[config.mk]
export PLATFORM = sky130hd
export DESIGN_NAME = udp_send
export DESIGN_NICKNAME = d
export VERILOG_FILES = /design/src/rtl/udp_send.sv
export SDC_FILE = /design/constraint.sdc
export NUM_CORES = 1
export LEC_CHECK = 0
export CAP_MARGIN = 20
export CORE_MARGIN = 10
export CORE_UTILIZATION = 49
export DETAILED_ROUTE_END_ITERATION = 7
export GPL_ROUTABILITY_DRIVEN = 0
export PLACE_DENSITY = 0.8
export SKIP_LAST_GASP = 1
export SLEW_MARGIN = 15
export SYNTH_ARGS = -nofsm -noshare
export SYNTH_HDL_FRONTEND = slang
export SYNTH_SLANG_ARGS = --single-unit
[constraint.sdc]
create_clock -name tx_clock -period 5.9 [get_ports tx_clock]
set_input_delay 0.59 -clock tx_clock [delete_from_list [all_inputs] [get_ports tx_clock]]
set_output_delay 0.59 -clock tx_clock [all_outputs]
set_load 0.02 [all_outputs]
[src/rtl/udp_send.sv]
// udp_send: UDP framing stage of the 100 Mbit/s Ethernet transmit path.
//
// Accepts a payload request from sdr_send (length, source-port offset, byte
// stream), prepends the 8-byte UDP header and forwards header + payload to the
// IP layer one byte per ip_tx_active cycle. Payload bytes are pulled from
// sdr_send by pulsing udp_tx_enable once and then asserting udp_tx_active on
// every consumed byte. Oversize requests are drained locally (sdr_send still
// sees its bytes consumed) and flagged with a one-cycle len_error.
//
// Ports
//   tx_clock        in   transmit byte clock
//   reset           in   asynchronous, active-high reset
//   udp_tx_request  in   sdr_send request, held until sdr_send is back in idle
//   udp_tx_length   in   payload length in bytes (excludes UDP header)
//   udp_tx_data     in   current payload byte from sdr_send
//   port_ID         in   source-port offset added to BASE_PORT
//   to_port         in   destination UDP port
//   udp_tx_enable   out  one-cycle grant to sdr_send
//   udp_tx_active   out  payload byte consumed this cycle
//   ip_tx_request   out  request to IP layer
//   ip_tx_length    out  UDP length (payload + 8)
//   ip_tx_enable    in   IP layer grant; header starts next cycle
//   ip_tx_active    in   ip_tx_data consumed this cycle
//   ip_tx_data      out  header or payload byte
//   len_error       out  pulse when an oversize request has been drained
module udp_send #(
    parameter logic [15:0] BASE_PORT   = 16'd1024,
    parameter logic [15:0] MAX_PAYLOAD = 16'd1472
) (
    input  logic        tx_clock,
    input  logic        reset,
    input  logic        udp_tx_request,
    input  logic [15:0] udp_tx_length,
    input  logic [7:0]  udp_tx_data,
    input  logic [7:0]  port_ID,
    input  logic [15:0] to_port,
    output logic        udp_tx_enable,
    output logic        udp_tx_active,
    output logic        ip_tx_request,
    output logic [15:0] ip_tx_length,
    input  logic        ip_tx_enable,
    input  logic        ip_tx_active,
    output logic [7:0]  ip_tx_data,
    output logic        len_error
);

    typedef enum logic [2:0] {
        StIdle,
        StReq,
        StHeader,
        StPayload,
        StDrain,
        StDone
    } state_e;

    state_e      state;
    logic [15:0] len;
    logic [15:0] src;
    logic [15:0] dst;
    logic [15:0] cnt;
    logic        aborted;   // sdr_send gave up mid-payload; pad the rest with zeros

    logic [15:0] udp_len;
    logic        payload_live;

    assign udp_len      = len + 16'd8;
    // Combinational so the very cycle the request drops is already padded.
    assign payload_live = udp_tx_request && !aborted;

    always_ff @(posedge tx_clock or posedge reset) begin
        if (reset) begin
            state         <= StIdle;
            len           <= 16'd0;
            src           <= 16'd0;
            dst           <= 16'd0;
            cnt           <= 16'd0;
            aborted       <= 1'b0;
            udp_tx_enable <= 1'b0;
            ip_tx_request <= 1'b0;
            ip_tx_length  <= 16'd0;
            len_error     <= 1'b0;
        end else begin
            udp_tx_enable <= 1'b0;
            len_error     <= 1'b0;
            case (state)
                StIdle: begin
                    if (udp_tx_request) begin
                        len     <= udp_tx_length;
                        src     <= BASE_PORT + {8'd0, port_ID};
                        dst     <= to_port;
                        cnt     <= 16'd0;
                        aborted <= 1'b0;
                        if (udp_tx_length > MAX_PAYLOAD) begin
                            state         <= StDrain;
                            udp_tx_enable <= 1'b1;
                        end else begin
                            state         <= StReq;
                            ip_tx_request <= 1'b1;
                            ip_tx_length  <= udp_tx_length + 16'd8;
                        end
                    end
                end
                StReq: begin
                    if (ip_tx_enable) begin
                        udp_tx_enable <= 1'b1;
                        cnt           <= 16'd0;
                        state         <= StHeader;
                    end
                end
                StHeader: begin
                    if (ip_tx_active) begin
                        if (cnt == 16'd7) begin
                            cnt <= 16'd0;
                            if (len == 16'd0) begin
                                state         <= StDone;
                                ip_tx_request <= 1'b0;
                            end else begin
                                state <= StPayload;
                            end
                        end else begin
                            cnt <= cnt + 16'd1;
                        end
                    end
                end
                StPayload: begin
                    if (!udp_tx_request) begin
                        aborted <= 1'b1;
                    end
                    if (ip_tx_active) begin
                        if (cnt == len - 16'd1) begin
                            cnt           <= 16'd0;
                            state         <= StDone;
                            ip_tx_request <= 1'b0;
                        end else begin
                            cnt <= cnt + 16'd1;
                        end
                    end
                end
                StDrain: begin
                    if (cnt == len - 16'd1) begin
                        cnt       <= 16'd0;
                        len_error <= 1'b1;
                        state     <= StDone;
                    end else begin
                        cnt <= cnt + 16'd1;
                    end
                end
                StDone: begin
                    // Wait for sdr_send to release so one request yields one packet.
                    if (!udp_tx_request) begin
                        state <= StIdle;
                    end
                end
                default: state <= StIdle;
            endcase
        end
    end

    always_comb begin
        udp_tx_active = 1'b0;
        ip_tx_data    = 8'h00;
        case (state)
            StHeader: begin
                case (cnt[2:0])
                    3'd0:    ip_tx_data = src[15:8];
                    3'd1:    ip_tx_data = src[7:0];
                    3'd2:    ip_tx_data = dst[15:8];
                    3'd3:    ip_tx_data = dst[7:0];
                    3'd4:    ip_tx_data = udp_len[15:8];
                    3'd5:    ip_tx_data = udp_len[7:0];
                    default: ip_tx_data = 8'h00;  // checksum unused
                endcase
            end
            StPayload: begin
                if (payload_live) begin
                    ip_tx_data    = udp_tx_data;
                    udp_tx_active = ip_tx_active;
                end
            end
            StDrain: udp_tx_active = 1'b1;
            default: ;
        endcase
    end

endmodule

==> results of run 1 <==
state kept, by name, summed over array words and instances (netlist names):
name and cells:
cnt 16, ip_tx_length 16, len 16, aborted 1, len_error 1, state 3
src 9, dst 16, udp_tx_enable 1, ip_tx_request 1
cells in the mapped netlist, drive strengths merged (2+ instances only):
cell / instances
a211o: 2
a211oi: 4
a21boi: 2
a21oi: 13
a222oi: 5
a22o: 8
a22oi: 4
a31oi: 3
a41oi: 6
and2: 9
and3: 4
and3b: 2
buf: 14
clkbuf: 26
dfrtp: 80
ha: 9
inv: 12
mux2: 41
mux2i: 2
nand2: 57
nand2b: 2
nand3: 30
nand4: 8
nor2: 32
nor2b: 7
nor3: 11
nor3b: 3
nor4: 11
nor4b: 2
nor4bb: 2
o2111ai: 2
o211ai: 12
o21a: 5
o21ai: 37
o22ai: 2
o31ai: 9
or2: 3
or3: 5
xnor2: 17
xor2: 18
metal layers:
metal  vias to the layer above  part of all wire [%]
met2                       157                    49
met3                        26                   6.4
li1                       2057                     -
met4                         0                   1.8
met5                         -                     0
met1                      2134                    43
path summary, 6_finish.rpt:
kind                       depth (start not counted)  slack, ns                           to
max                                                7       2.06                ip_tx_data[2]
min                                                2       0.50  ip_tx_length[8]$_DFFE_PP0P_
max reg2reg                                        9       2.67           cnt[1]$_DFFE_PP0P_
min reg2reg                                        2       0.50  ip_tx_length[8]$_DFFE_PP0P_
max in group asynchronous                          3       4.37           len[3]$_DFFE_PP0P_
min in group asynchronous                          3       0.84  ip_tx_length[6]$_DFFE_PP0P_
cell type report:
cell class / count / area share, %
clock inverters: 6 / 1.129
well taps: 136 / 2.791
clock buffers: 9 / 2.032
repair buffers: 83 / 13.56
multi-input cells: 404 / 46.91
flip-flops and latches: 80 / 32.83
inverters: 12 / 0.7388
kinds of logic (layout without fill, tap and decap cells):
group / count (synthesis) / in the layout
simple gates: 192 / 192
compound gates: 125 / 125
flops: 80 / 80
buf+inv: 52 / 110
mux: 43 / 43
xor+xnor: 35 / 35
fa+ha+maj: 9 / 9
where the power goes:
part           internal [uW]  leakage [uW]  switching, uW
Sequential               570       0.00102           68.5
Clock                    196     0.0000957            218
Combinational            143       0.00139            167
Total                    908       0.00251            454
per-stage QoR:
step / instance area, um^2 / setup slack, ns / cells / hold slack, ns / utilization (%)
finish: 6097 / 2.065 / 730 / 0.4978 / 59.59
detailed placement: 5893 / 2.252 / 714 / 0.4675 / 57.60
floorplan: 5095 / 3.130 / 536 / 0.4403 / -
global route: 6097 / 1.908 / 730 / 0.5187 / 59.59
CTS: 6086 / 2.105 / 729 / 0.4953 / 59.48
global placement: 5893 / 2.360 / 714 / 0.4607 / 57.60
worst register-to-register path: stages, from the launching register on:
cell and delay [ns]:
dfrtp_1 0.47, inv_1 0.11, ha_1 0.22, or3b_1 0.41
or3_1 0.34, xnor2_1 0.15, nand3b_1 0.18, or3_1 0.53
o211ai_4 0.51, o22ai_1 0.18
==> results.sh, run 1 <==
export IMPL_synth_seq_cells=80
export IMPL_ys_warn_count=0
export IMPL_path_clk_slew_ns=0.08
export IMPL_critPathKind="flip-flop to primary output"
export IMPL_slew_viol_final=0
export IMPL_die_w_um=122.0
export IMPL_fmaxAchievable_mhz=260.8
export IMPL_maxCapViolCount=0
export IMPL_grt_use_met3_pct=4.394
export IMPL_hold_class="flip-flop to flip-flop"
export IMPL_grtUsageTotal_pct=18.07
export IMPL_cts_tree="yes"
export IMPL_synth_fa_ha_area_share_pct=2.210
export IMPL_post_cts_buffers=0
export IMPL_grt_antenna_before_repair=0
export IMPL_die_area_um2=14880
export IMPL_hold_viol=0
export IMPL_die_h_um=122.0
export IMPL_mostFrequentLayoutCells="dfrtp_1, clkdlybuf4s50_1, nand2_1"
export IMPL_cts_htree_levels=3
export IMPL_synthTopCellsByArea="dfrtp_1, mux2_2, nand2_1, o21ai_0, xor2_1"
export IMPL_syn_num_nets=598
export IMPL_hold_buffers=0
export IMPL_finalClockSkew_ns=0.007327
export IMPL_cts_root_buf="clkbuf_8"
export IMPL_p_leak_uw=0.002509
export IMPL_final_setup_viol_count=0
export IMPL_synth_top_family_by_area="simple AND/OR/NAND/NOR gates"
export IMPL_powerDensity_nw_per_um2=223.3
export IMPL_cts_buffers=9
export IMPL_fp_row_count=37
export IMPL_multiInputGateArea_um2=2860
export IMPL_gr_total_overflow=0
export IMPL_ys_seq_area_share_pct=39.29
export IMPL_fin_crit_ns=3.835
export IMPL_ir_drop_uv=213.9
export IMPL_grt_busiest_layer="met2"
export IMPL_layout_drive_gt1_share_pct=13.97
export IMPL_dp_hpwl_mm=9.932
export IMPL_pin_count=81
export IMPL_synthCells=536
export IMPL_crit_path_start="cnt[0]$_DFFE_PP0P_"
export IMPL_grt_setup_unrepaired="no"
export IMPL_crit_path_end_kind="primary output"
export IMPL_async_reset_ff_share_pct=100.0
export IMPL_critPathBufInv=2
export IMPL_fill_cells=847
export IMPL_path_max_fanout=8
export IMPL_syn_avg_cell_area_um2=9.505
export IMPL_vias=4374
export IMPL_cts_resized=0
export IMPL_antenna_diode_count=0
export IMPL_syn_cell_area_um2=5095
export IMPL_yosysTopAreaCellShare_pct=39.29
export IMPL_synth_xor_area_share_pct=6.017
export IMPL_p_total_uw=1362
export IMPL_grtUsageMet1_pct=22.60
export IMPL_vias_per_cell=5.992
export IMPL_worstMarginPinSlew_ns=1.092
export IMPL_layout_nets=652
export IMPL_start_util_pct=49.80
export IMPL_synth_area_mux_share_pct=9.455
export IMPL_post_route_period_util_pct=65.00
export IMPL_synthSimpleGateAreaFrac_pct=20.21
export IMPL_clock_latency_ns=0.36
export IMPL_critPathMaxStageDelay_ns=0.68
export IMPL_synth_edf_count=0
export IMPL_slew_headroom_pct=26.65
export IMPL_drc_errors=0
export IMPL_synth_cell_types=67
export IMPL_required_ns=5.31
export IMPL_ys_flop_type="dfrtp_1"
export IMPL_grtUsageMet2_pct=30.05
export IMPL_cts_sinks=80
export IMPL_drt_wl_total_mm=13.44
export IMPL_setup_tns_final_ns=0
export IMPL_start_kind="flip-flop"
export IMPL_critPathArrivalTime_ns=3.25
export IMPL_portBuffers=80
export IMPL_path_cells="inv_1 > ha_1 > nor2b_1 > nor4_1 > nor3_1 > a22o_1 > clkdlybuf4s50_1"
export IMPL_synth_compound_area_share_pct=18.10
export IMPL_first_pass_iters=5
export IMPL_yosys_area_top_type="dfrtp_1"
export IMPL_crit_family="simple AND/OR/NAND/NOR gates"
export IMPL_grt_pass1_wl_mm=22.12
export IMPL_grt_pass1_vias=4522
export IMPL_cts_max_path_buffers=2
export IMPL_crit_slowest_cell="nor3_1"
export IMPL_status="completed"
export IMPL_drt_iter0_drc=473
export IMPL_min_from="ip_tx_length[8]$_DFFE_PP0P_"
export IMPL_final_antenna_net_count=0
export IMPL_regArea_um2=2002
export IMPL_post_drt_wl_per_cell_um=18.41
export IMPL_grt_max_degree=81
export IMPL_r2r_start="len[0]$_DFFE_PP0P_"
export IMPL_syn_to_final_growth_pct=19.67
export IMPL_core_area_um2=10230
Power figures use the tool's default switching activity.
==> inputs of run 2 (changes only) <==
PLACE_DENSITY = 0.83   (was 0.8)
clock period = 3.2 ns   (was 5.9 ns; I/O delays follow)
==> results.sh, run 2 (same netlist as run 1, synthesis figures left out) <==
export IMPL_status="completed"
export IMPL_crit_slowest_cell="clkdlybuf4s50_1"
export IMPL_portBuffers=80
export IMPL_setup_tns_final_ns=0
export IMPL_drc_errors=0
export IMPL_path_max_fanout=9
export IMPL_fmaxAchievable_mhz=318.1
export IMPL_placedInstanceArea_um2=5976
export IMPL_die_area_um2=14880
export IMPL_start_util_pct=49.80
export IMPL_fin_area_um2=6197
export IMPL_die_h_um=122.0
export IMPL_grtUsageTotal_pct=18.15
export IMPL_cts_tree="yes"
export IMPL_pin_count=81
export IMPL_start_kind="flip-flop"
export IMPL_finalClockSkew_ns=0.007651
export IMPL_layout_nets=662
export IMPL_worstMarginPinSlew_ns=0.6039
export IMPL_layout_commonest_cell="clkdlybuf4s50_1"
export IMPL_drt_iter0_drc=408
export IMPL_cts_htree_levels=3
export IMPL_syn_to_final_growth_pct=21.64
export IMPL_core_area_um2=10230
export IMPL_critPathMaxStageDelay_ns=0.54
export IMPL_grt_max_degree=42
export IMPL_drt_wl_total_mm=13.56
export IMPL_final_setup_viol_count=0
export IMPL_r2r_slack_ns=0.15
export IMPL_layout_drive_gt1_share_pct=16.86
export IMPL_cts_buffers=9
export IMPL_hold_buffers=0
export IMPL_fp_row_count=37
export IMPL_crit_path_end_kind="primary output"
export IMPL_crit_family="compound AO/OA/AOI/OAI gates"
export IMPL_ir_drop_uv=280.2
export IMPL_dp_hpwl_mm=10.21
export IMPL_die_w_um=122.0
export IMPL_antenna_diode_count=0
export IMPL_maxCapViolCount=0
export IMPL_mostFrequentLayoutCells="clkdlybuf4s50_1, dfrtp_1, nand2_1"
export IMPL_grt_setup_unrepaired="no"
export IMPL_hold_slack_ns=0.2348
export IMPL_cts_root_buf="clkbuf_8"
export IMPL_slew_headroom_pct=59.74
export IMPL_grt_pass1_wl_mm=22.04
export IMPL_hold_class="primary input to asynchronous set/reset pin"
export IMPL_slew_viol_final=0
export IMPL_vias_per_cell=6.004
export IMPL_required_ns=2.88
export IMPL_critPathBufInv=1
export IMPL_post_cts_buffers=0
export IMPL_vias=4449
export IMPL_first_pass_iters=5
export IMPL_grt_pass1_vias=4464
export IMPL_cts_sinks=80
export IMPL_path_clk_slew_ns=0.09
export IMPL_cts_max_path_buffers=2
export IMPL_post_route_period_util_pct=98.24
export IMPL_critPathKind="flip-flop to primary output"
export IMPL_p_leak_uw=0.002565
export IMPL_hold_viol=0
export IMPL_path_cells="ha_1 > ha_1 > a222oi_1 > o21ai_0 > a22o_1 > clkdlybuf4s50_1"
export IMPL_cp_common_cell="ha_1"
export IMPL_fin_util_pct=60.57
export IMPL_critPathArrivalTime_ns=2.82
export IMPL_grt_antenna_before_repair=0
export IMPL_gr_total_overflow=0
export IMPL_post_drt_wl_per_cell_um=18.29
export IMPL_final_antenna_net_count=0
export IMPL_fin_crit_ns=3.144
export IMPL_powerDensity_nw_per_um2=414.5
export IMPL_clock_latency_ns=0.37
run 2: cell count changes in the layout (fill, tap and decap cells not counted), sizes merged:
cell and change:
clkbuf +1, buf +10, clkinv +1, clkinvlp -1
run 2: worst paths after layout:
path / end / depth (start not counted) / start
hold / removal: ip_tx_length[8]$_DFFE_PP0P_ / 2 / reset
setup / recovery: ip_tx_data[3] / 6 / cnt[0]$_DFFE_PP0P_
setup reg to reg: cnt[1]$_DFFE_PP0P_ / 9 / len[0]$_DFFE_PP0P_
hold reg to reg: ip_tx_length[8]$_DFFE_PP0P_ / 2 / ip_tx_length[8]$_DFFE_PP0P_
max in group asynchronous: cnt[0]$_DFFE_PP0P_ / 3 / reset
min in group tx_clock: ip_tx_length[8]$_DFFE_PP0P_ / 2 / ip_tx_length[8]$_DFFE_PP0P_
run 2: worst reg2reg max path: stages (launching register included):
cell and delay (ns):
dfrtp_1 0.46, inv_1 0.11, ha_1 0.22, or3b_1 0.39, or3_1 0.33, xnor2_1 0.15, nand3b_1 0.17, or3_1 0.44
o211ai_4 0.47, o22ai_1 0.16
run 2: repair_timing:
| item | CTS | global route |
|---|---|---|
| resized for setup | 2 | 7 |
| hold endpoints to repair | 0 | 0 |
| pin swaps | 0 | 0 |
| gates cloned | 0 | 0 |
| setup endpoints to repair | 4 | 8 |
run 2: final cells by class:
type                            instances  area (um^2)
Fill cell                             844         4034
Multi-Input combinational cell        404         2872
Sequential cell                        80         2008
Timing Repair Buffer                   93        898.4
Tap cell                              136        170.2
Clock buffer                           10        137.6
Clock inverter                          6        66.31
Inverter                               12        45.04
run 2: where the power goes:
group | switching [uW] | internal, uW
sequential | 109 | 1050
clock | 394 | 384
combinational | 344 | 286
run 2: per-stage QoR:
step	power (uW)	cells	worst slack, ns
after floorplan	1566	536	0.4304
after global placement	1764	725	0.2856
after detailed placement	1787	725	0.1764
after CTS	2568	741	0.008683
after global routing	2681	741	0.0006626
final	2568	741	0.05620
run 2: per-layer routing:
layer / up-vias / routed length [um] / part of all wire, % / GRT usage, %
met5: - / 0 / 0 / 0
met4: 0 / 491 / 3.6 / 10.36
met3: 35 / 983 / 7.3 / 3.747
met2: 189 / 6547 / 48 / 29.00
met1: 2138 / 5534 / 41 / 22.35
li1: 2087 / - / - / -
